### config.mk
export PLATFORM = sky130hd
export DESIGN_NAME = multi_cycle_ctrl
export DESIGN_NICKNAME = d
export VERILOG_FILES = /design/src/rtl/mc_ctrl_pkg.sv /design/src/rtl/mc_alu_decode.sv /design/src/rtl/multi_cycle_ctrl.sv
export SDC_FILE = /design/constraint.sdc
export NUM_CORES = 1
export LEC_CHECK = 0
export CAP_MARGIN = 20
export CORE_MARGIN = 5
export CORE_UTILIZATION = 30
export DETAILED_ROUTE_END_ITERATION = 8
export GPL_ROUTABILITY_DRIVEN = 0
export GPL_TIMING_DRIVEN = 0
export PLACE_DENSITY_LB_ADDON = 0.05
export SYNTH_ARGS = -nofsm -noshare
export SYNTH_HDL_FRONTEND = slang
export SYNTH_SLANG_ARGS = --single-unit
export TNS_END_PERCENT = 20
### constraint.sdc
create_clock -name clk -period 1.6 [get_ports clk]
set_input_delay 0.16 -clock clk [delete_from_list [all_inputs] [get_ports clk]]
set_output_delay 0.16 -clock clk [all_outputs]
set_load 0.02 [all_outputs]
### src/rtl/mc_ctrl_pkg.sv
// rtl/mc_ctrl_pkg.sv - shared encodings for the multi-cycle MIPS control FSM
package mc_ctrl_pkg;

    typedef enum logic [3:0] {
        S_FETCH   = 4'd0,
        S_DECODE  = 4'd1,
        S_MEMADR  = 4'd2,
        S_MEMRD   = 4'd3,
        S_MEMWB   = 4'd4,
        S_MEMWR   = 4'd5,
        S_EXEC    = 4'd6,
        S_ALUWB   = 4'd7,
        S_BRANCH  = 4'd8,
        S_JUMP    = 4'd9,
        S_ADDI_EX = 4'd10,
        S_ADDI_WB = 4'd11
    } state_t;

    localparam logic [5:0] OP_RTYPE = 6'b000000;
    localparam logic [5:0] OP_LW    = 6'b100011;
    localparam logic [5:0] OP_SW    = 6'b101011;
    localparam logic [5:0] OP_BEQ   = 6'b000100;
    localparam logic [5:0] OP_J     = 6'b000010;
    localparam logic [5:0] OP_ADDI  = 6'b001000;

    localparam logic [5:0] FN_ADD = 6'b100000;
    localparam logic [5:0] FN_SUB = 6'b100010;
    localparam logic [5:0] FN_AND = 6'b100100;
    localparam logic [5:0] FN_OR  = 6'b100101;
    localparam logic [5:0] FN_SLT = 6'b101010;

    localparam logic [2:0] ALU_AND = 3'b000;
    localparam logic [2:0] ALU_OR  = 3'b001;
    localparam logic [2:0] ALU_ADD = 3'b010;
    localparam logic [2:0] ALU_SUB = 3'b110;
    localparam logic [2:0] ALU_SLT = 3'b111;

    localparam logic [1:0] SRCB_REG    = 2'b00;
    localparam logic [1:0] SRCB_FOUR   = 2'b01;
    localparam logic [1:0] SRCB_IMM    = 2'b10;
    localparam logic [1:0] SRCB_IMM_SH = 2'b11;

    localparam logic [1:0] PCSRC_ALU    = 2'b00;
    localparam logic [1:0] PCSRC_ALUOUT = 2'b01;
    localparam logic [1:0] PCSRC_JUMP   = 2'b10;

endpackage

### src/rtl/mc_alu_decode.sv
// rtl/mc_alu_decode.sv - R-type func field to ALU operation, with legality flag
module mc_alu_decode
    import mc_ctrl_pkg::*;
(
    input  logic [5:0] func,
    output logic [2:0] alu_op,
    output logic       func_valid
);

    always_comb begin
        alu_op     = ALU_ADD;
        func_valid = 1'b1;
        case (func)
            FN_ADD:  alu_op = ALU_ADD;
            FN_SUB:  alu_op = ALU_SUB;
            FN_AND:  alu_op = ALU_AND;
            FN_OR:   alu_op = ALU_OR;
            FN_SLT:  alu_op = ALU_SLT;
            default: func_valid = 1'b0;
        endcase
    end

endmodule

### src/rtl/multi_cycle_ctrl.sv
// rtl/multi_cycle_ctrl.sv - multi-cycle MIPS control FSM sequencing a shared datapath
module multi_cycle_ctrl
    import mc_ctrl_pkg::*;
(
    input  logic       clk,
    input  logic       rst,
    input  logic [5:0] op,
    input  logic [5:0] func,
    input  logic       zero,
    input  logic       mem_ready,
    output logic       PCWrite,
    output logic       PCWriteCond,
    output logic       IorD,
    output logic       MemRead,
    output logic       MemWrite,
    output logic       IRWrite,
    output logic       MemtoReg,
    output logic       RegDst,
    output logic       RegWrite,
    output logic       ALUSrcA,
    output logic [1:0] ALUSrcB,
    output logic [1:0] PCSource,
    output logic [2:0] ALU_op,
    output logic [3:0] state,
    output logic       instr_done,
    output logic       illegal
);

    state_t     cur_state, nxt_state;
    logic [2:0] dec_alu_op;
    logic       func_valid;
    // The branch decision is made in the datapath via PCWriteCond & zero.
    logic       unused_zero;

    assign unused_zero = zero;
    assign state       = cur_state;

    mc_alu_decode u_alu_decode (
        .func       (func),
        .alu_op     (dec_alu_op),
        .func_valid (func_valid)
    );

    always_ff @(posedge clk) begin
        if (rst) cur_state <= S_FETCH;
        else     cur_state <= nxt_state;
    end

    always_comb begin
        nxt_state   = S_FETCH;
        PCWrite     = 1'b0;
        PCWriteCond = 1'b0;
        IorD        = 1'b0;
        MemRead     = 1'b0;
        MemWrite    = 1'b0;
        IRWrite     = 1'b0;
        MemtoReg    = 1'b0;
        RegDst      = 1'b0;
        RegWrite    = 1'b0;
        ALUSrcA     = 1'b0;
        ALUSrcB     = SRCB_REG;
        PCSource    = PCSRC_ALU;
        ALU_op      = ALU_ADD;
        instr_done  = 1'b0;
        illegal     = 1'b0;

        case (cur_state)
            S_FETCH: begin
                MemRead   = 1'b1;
                ALUSrcB   = SRCB_FOUR;
                PCWrite   = mem_ready;
                IRWrite   = mem_ready;
                nxt_state = mem_ready ? S_DECODE : S_FETCH;
            end
            S_DECODE: begin
                ALUSrcB = SRCB_IMM_SH;
                case (op)
                    OP_LW, OP_SW: nxt_state = S_MEMADR;
                    OP_RTYPE: begin
                        nxt_state = func_valid ? S_EXEC : S_FETCH;
                        illegal   = !func_valid;
                    end
                    OP_BEQ:  nxt_state = S_BRANCH;
                    OP_J:    nxt_state = S_JUMP;
                    OP_ADDI: nxt_state = S_ADDI_EX;
                    default: illegal   = 1'b1;
                endcase
            end
            S_MEMADR: begin
                ALUSrcA   = 1'b1;
                ALUSrcB   = SRCB_IMM;
                nxt_state = (op == OP_SW) ? S_MEMWR : S_MEMRD;
            end
            S_MEMRD: begin
                MemRead   = 1'b1;
                IorD      = 1'b1;
                nxt_state = mem_ready ? S_MEMWB : S_MEMRD;
            end
            S_MEMWB: begin
                MemtoReg   = 1'b1;
                RegWrite   = 1'b1;
                instr_done = 1'b1;
            end
            S_MEMWR: begin
                MemWrite   = 1'b1;
                IorD       = 1'b1;
                instr_done = mem_ready;
                nxt_state  = mem_ready ? S_FETCH : S_MEMWR;
            end
            S_EXEC: begin
                ALUSrcA   = 1'b1;
                ALU_op    = dec_alu_op;
                nxt_state = S_ALUWB;
            end
            S_ALUWB: begin
                RegDst     = 1'b1;
                RegWrite   = 1'b1;
                instr_done = 1'b1;
            end
            S_BRANCH: begin
                ALUSrcA     = 1'b1;
                ALU_op      = ALU_SUB;
                PCWriteCond = 1'b1;
                PCSource    = PCSRC_ALUOUT;
                instr_done  = 1'b1;
            end
            S_JUMP: begin
                PCWrite    = 1'b1;
                PCSource   = PCSRC_JUMP;
                instr_done = 1'b1;
            end
            S_ADDI_EX: begin
                ALUSrcA   = 1'b1;
                ALUSrcB   = SRCB_IMM;
                nxt_state = S_ADDI_WB;
            end
            S_ADDI_WB: begin
                RegWrite   = 1'b1;
                instr_done = 1'b1;
            end
            default: nxt_state = S_FETCH;
        endcase

        // Reset overrides the decode so an in-flight access is dropped this cycle.
        if (rst) begin
            PCWrite     = 1'b0;
            PCWriteCond = 1'b0;
            IorD        = 1'b0;
            MemRead     = 1'b0;
            MemWrite    = 1'b0;
            IRWrite     = 1'b0;
            MemtoReg    = 1'b0;
            RegDst      = 1'b0;
            RegWrite    = 1'b0;
            ALUSrcA     = 1'b0;
            ALUSrcB     = SRCB_FOUR;
            PCSource    = PCSRC_ALU;
            ALU_op      = ALU_ADD;
            instr_done  = 1'b0;
            illegal     = 1'b0;
        end
    end

endmodule

Word-level counts from Yosys, hierarchy flattened
Cells that the tools add are included.

Register bits after elaboration: 4. Input bits: 16. Output and inout port bits: 23.

Eq/ne operators: 21. Multiplexer cells: 40. Reduce and logical (&&, ||, !) cells: 12.

Operator list (number): $eq A6 B6 Y1 const B (7); $pmux W4 S7 (1); $mux W1 (24); $pmux W4 S5 (1); $eq A4 B3 Y1 const B (4); $eq A4 B4 Y1 const B (4); $mux W3 (5); $reduce_or A5 Y1 (3); $pmux W3 S4 (1); $eq A4 B2 Y1 const B (2); $reduce_or A2 Y1 (4); $eq A6 B2 Y1 const B (1); $eq A6 B3 Y1 const B (1); $eq A6 B4 Y1 const B (1); $logic_not A6 Y1 (1); $pmux W1 S2 (3); $pmux W2 S3 (1); $pmux W3 S2 (1); $eq A4 B1 Y1 const B (1); $logic_not A4 Y1 (1); $mux W2 (2); $pmux W2 S2 (1); $reduce_or A4 Y1 (1); $reduce_or A3 Y1 (1); $logic_not A1 Y1 (1).

Depth between registers and ports, before layout
Depth after elaboration: 7. Mapped depth: 5. Gate-level depth less buffers: 4.

Cells and area by module
Synthesis repeated with hierarchy kept, for this count alone.

Cells, all modules: 108. Area, all modules: 775.7 um^2.

By module, submodules not included: multi_cycle_ctrl (instances 1, cells each 99, area each 689.4 um^2); mc_alu_decode (instances 1, cells each 9, area each 86.3 um^2).

Least setup slack after synthesis
No wires, ideal clock.

Kind: register to output. From: register cur_state[2], in the netlist state[2]. To: output ALU_op[1]. Arrival: 1798 ps. Setup slack: -358 ps. Stages on the path, launching flop included: 5. Buffers on the path: 0. Cells stage by stage: dfxtp_1 > inv_2 > or3_4 > or3_1 > or3b_1.

Longest elaborated chain between the ends: 3. Elaborated cells between the ends (all ways): 4. Those cells by class: eq/ne: 2; mux: 2.

RTL lines: start, declared (line multi_cycle_ctrl.sv:29) `state_t cur_state, nxt_state;`; start signal, assigned (line multi_cycle_ctrl.sv:46) `else cur_state <= nxt_state;`; $eq A4 B4 Y1 or $eq A4 B3 Y1 (tied branches) (line multi_cycle_ctrl.sv:67) `case (cur_state)`; $pmux W3 S2 (*) (line multi_cycle_ctrl.sv:67); $mux W3 (*) (line multi_cycle_ctrl.sv:145) `if (rst) begin`; end, declared (line multi_cycle_ctrl.sv:23) `output logic [2:0] ALU_op,`.

Every way passes the cells marked *; elsewhere a longest branch is shown, timed or not.

Worst setup path after layout
Ends and elaborated chain as after synthesis.

==> results.toml <==
[critical_path]
crit_type = "flip-flop to output port"
cp-end-kind = "output port"
crit_top_cell = "or3_4"
regToRegStartpoint = "state[2]"
critPathLaunch = "state[2]"
critPathTopFamily = "simple AND/OR/NAND/NOR gates"
r2r.worst_path.cells = 6
cp_slowest_cell = "or3_4"
crit_buf_inv = 2
crit_chain = "inv_4 > or3_4 > or3_4 > or3b_4 > buf_6"
cp_max_fo = 3
cp_num_cells = 5
cp-start-kind = "flip-flop"
reg2reg_slack_ns = 0.17
r2r_end = "state[0]"
endpoint = "ALU_op[1]"
slowest_delay_ns = 0.38
cp_data_arrival_time_ns = 1.90
critPathRequiredTime_ns = 1.44

[global_route]
use_met3 = 0.0226
grt_overflow = 0
grt_use_met2 = 0.235
antenna_found_initial = 0
grt_pass1_wl_mm = 3.91
gr-usage-met1 = 0.186
grt.busiest_layer = "met2"
grt_usage = 0.141
grt_pass1_vias = 905
grt_max_degree = 11

[synthesis]
avgSynthCellArea_sq_um = 6.43
syn_nets = 121
yosysWarnings = 0
syn_inst = 105
synth-seq-cells = 4
synth_seq_area_share = 0.119
syn_area_sq_um = 676
ys_types = 42

[power]
p_int_uw = 262
p_sw_frac = 0.327
leakagePower_nw = 0.445
p_sw_uw = 127
power.share.sequential = 0.264
p_total_uw = 389
power_density_nw_per_um2 = 328
ir_drop_mv = 0.310
power.share.combinational = 0.388
clockPowerShare = 0.348

[sta]
finalSetupViolations = 8
skew_ns = 0.00693
maxSlewHeadroom = 0.660
rsz0062_at_grt = "true"
finalCritPeriodShare = 1.29
fin_crit_ns = 2.06
fin_ws_ns = -0.462
clock.fmax_mhz = 485
finalSetupTns_ns = -1.28
worstMarginPinSlew_ns = 0.510
hold_viol_final = 0
slew_viol_final = 0

[placement]
portBuffers = 34
hpwl_mm = 1.88

[min_path]
min_path_cells = 3
hp-start = "op[3]"
hold_path.class = "primary input to flip-flop"

[floorplan]
die_x_um = 57.5
io_pins = 39
die-area_sq_um = 3300
die_h_um = 57.5
row_count = 17
start_util = 0.308
core_sq_um = 2190

[finish]
drive_gt1_frac = 0.393
diodes = 0
largest_reg_flops = 4
area_growth_pct = 75.6
layout.nets = 167

[routing]
vias = 943
vias_per_cell = 5.30
first_pass_iters = 4
drt_iter0_markers = 25
ant_nets = 0
drc_errors = 0
wl_per_cell_um = 14.2
routed_wl_mm = 2.53

[clock_tree]
path_clk_slew_ns = 0.04
cts_buffer_depth = 2
clock_sinks = 4
root_buffer = "clkbuf_4"
cts_hold_buffers = 0
cts_tree = "built"
numCtsBuffers = 3
clk_latency_ns = 0.24
htreeDepth = 1

[status]
status = "finished with violations"
failed_checks = "negative setup slack"

[job]
drv_cap = 0
power groups by stage:
stage | Combinational (mW) | Clock, mW | Sequential, mW
after floorplan | 0.0723 | 0 | 0.106
after global placement | 0.141 | 0 | 0.104
after detailed placement | 0.143 | 0 | 0.104
after CTS | 0.147 | 0.145 | 0.102
after global routing | 0.163 | 0.152 | 0.103
final | 0.151 | 0.136 | 0.103
per-layer routing:
metal | part of all wire | routed length, um | vias to the layer above
li1 | - | - | 473
met1 | 0.45 | 1150 | 439
met2 | 0.46 | 1170 | 31
met3 | 0.084 | 212 | 0
met4 | 0 | 0 | 0
met5 | 0 | 0 | -
worst reg2reg max path, delay by kind of cell, from the launching register on:
kind / cells / cell delay [ns]
flops: 1 / 0.35
compound gates: 3 / 0.60
simple gates: 1 / 0.07
buf+inv: 2 / 0.28
area by class of cell:
type / count / area [sq um]
Tap cell: 28 / 35.0
Fill cell: 239 / 1000
Buffer: 8 / 52.6
Sequential cell: 4 / 86.3
Timing Repair Buffer: 41 / 338
Clock buffer: 4 / 26.3
Multi-Input combinational cell: 90 / 634
Inverter: 3 / 13.8
stage by stage:
stage	util	cell area [sq um]	hold WS (ns)	std cells	worst slack [ns]
after floorplan	-	696	0.371	105	-0.135
after global placement	0.489	1070	0.590	167	-0.831
after detailed placement	0.489	1070	0.590	167	-0.848
after CTS	0.521	1140	0.388	175	-0.501
after global routing	0.541	1190	0.427	178	-0.513
final	0.541	1190	0.389	178	-0.462
how the worst min path moves through the flow:
stage,slack (ns),endpoint
2_1_floorplan,0.37,state[3]
6_report,0.39,state[2]
3_5_place_dp,0.59,state[2]
4_1_cts,0.39,state[2]
5_1_grt,0.43,state[2]
3_3_place_gp,0.59,state[2]
cell usage in the layout (no fill, tap or decap), types with 2 or more instances in the layout:
cell,synthesis,routed
a211oi_1,3,2
a21o_1,2,2
a21oi_1,4,4
a31oi_1,2,2
and3_1,4,3
buf_2,0,5
buf_4,1,16
buf_6,0,2
clkbuf_1,5,4
clkbuf_2,0,3
clkbuf_4,0,4
clkdlybuf4s15_2,0,4
clkdlybuf4s50_1,0,10
dfxtp_2,0,2
dlygate4sd2_1,0,5
inv_1,2,2
nand2_1,7,7
nand2b_1,5,3
nand2b_2,0,2
nand3_1,4,4
nor2_1,16,11
nor2_2,0,4
nor3_1,7,4
nor3_2,0,3
o21ai_0,6,6
or2_2,2,2
or3_4,1,2
xnor2_1,3,3
repair_timing:
action / 4_1_cts / 5_1_grt
resized for setup: 87 / 24
pin swaps: 6 / 8
buffers inserted: 4 / 3
endpoints found under the setup margin: 21 / 17
kinds of logic (layout without fill, tap and decap cells):
logic type               count (synthesis)  count (layout)  share of synthesized area
buffers and inverters                   11              56                     0.0667
AO/OA/AOI/OAI                           26              26                      0.269
XOR/XNOR                                 4               4                     0.0519
adder cells (fa/ha/maj)                  1               1                     0.0148
AND/OR/NAND/NOR                         59              59                      0.480
flip-flops                               4               4                      0.119
Yosys cell counts:
| master | number | area (sq um) |
|---|---|---|
| nor2_1 | 16 | 60.1 |
| nand2_1 | 7 | 26.3 |
| nor3_1 | 7 | 35.0 |
| o21ai_0 | 6 | 30.0 |
| clkbuf_1 | 5 | 18.8 |
| nand2b_1 | 5 | 31.3 |
| a21oi_1 | 4 | 20.0 |
| and3_1 | 4 | 25.0 |
| dfxtp_1 | 4 | 80.1 |
| nand3_1 | 4 | 20.0 |
| a211oi_1 | 3 | 22.5 |
| xnor2_1 | 3 | 26.3 |
| a21o_1 | 2 | 15.0 |
| a31oi_1 | 2 | 12.5 |
| buf_1 | 2 | 7.51 |
| inv_1 | 2 | 7.51 |
| nor2b_1 | 2 | 12.5 |
| nor4bb_1 | 2 | 20.0 |
| or2_2 | 2 | 12.5 |
| a2111oi_2 | 1 | 15.0 |
| a21boi_0 | 1 | 7.51 |
| and3b_1 | 1 | 8.76 |
| and4b_1 | 1 | 10.0 |
| buf_4 | 1 | 7.51 |
| inv_2 | 1 | 3.75 |
| maj3_1 | 1 | 10.0 |
| nand3b_1 | 1 | 7.51 |
| nand4_1 | 1 | 6.26 |
| nor4b_1 | 1 | 8.76 |
| o2111ai_1 | 1 | 8.76 |
| o211ai_1 | 1 | 7.51 |
| o21a_1 | 1 | 7.51 |
| o21bai_1 | 1 | 7.51 |
| o311a_1 | 1 | 10.0 |
| o311ai_0 | 1 | 8.76 |
| o32ai_1 | 1 | 8.76 |
| or2_0 | 1 | 6.26 |
| or3_1 | 1 | 6.26 |
| or3_4 | 1 | 11.3 |
| or3b_1 | 1 | 8.76 |
| or4_1 | 1 | 7.51 |
| xor2_1 | 1 | 8.76 |
No activity file was read; power rests on OpenSTA's default activity.
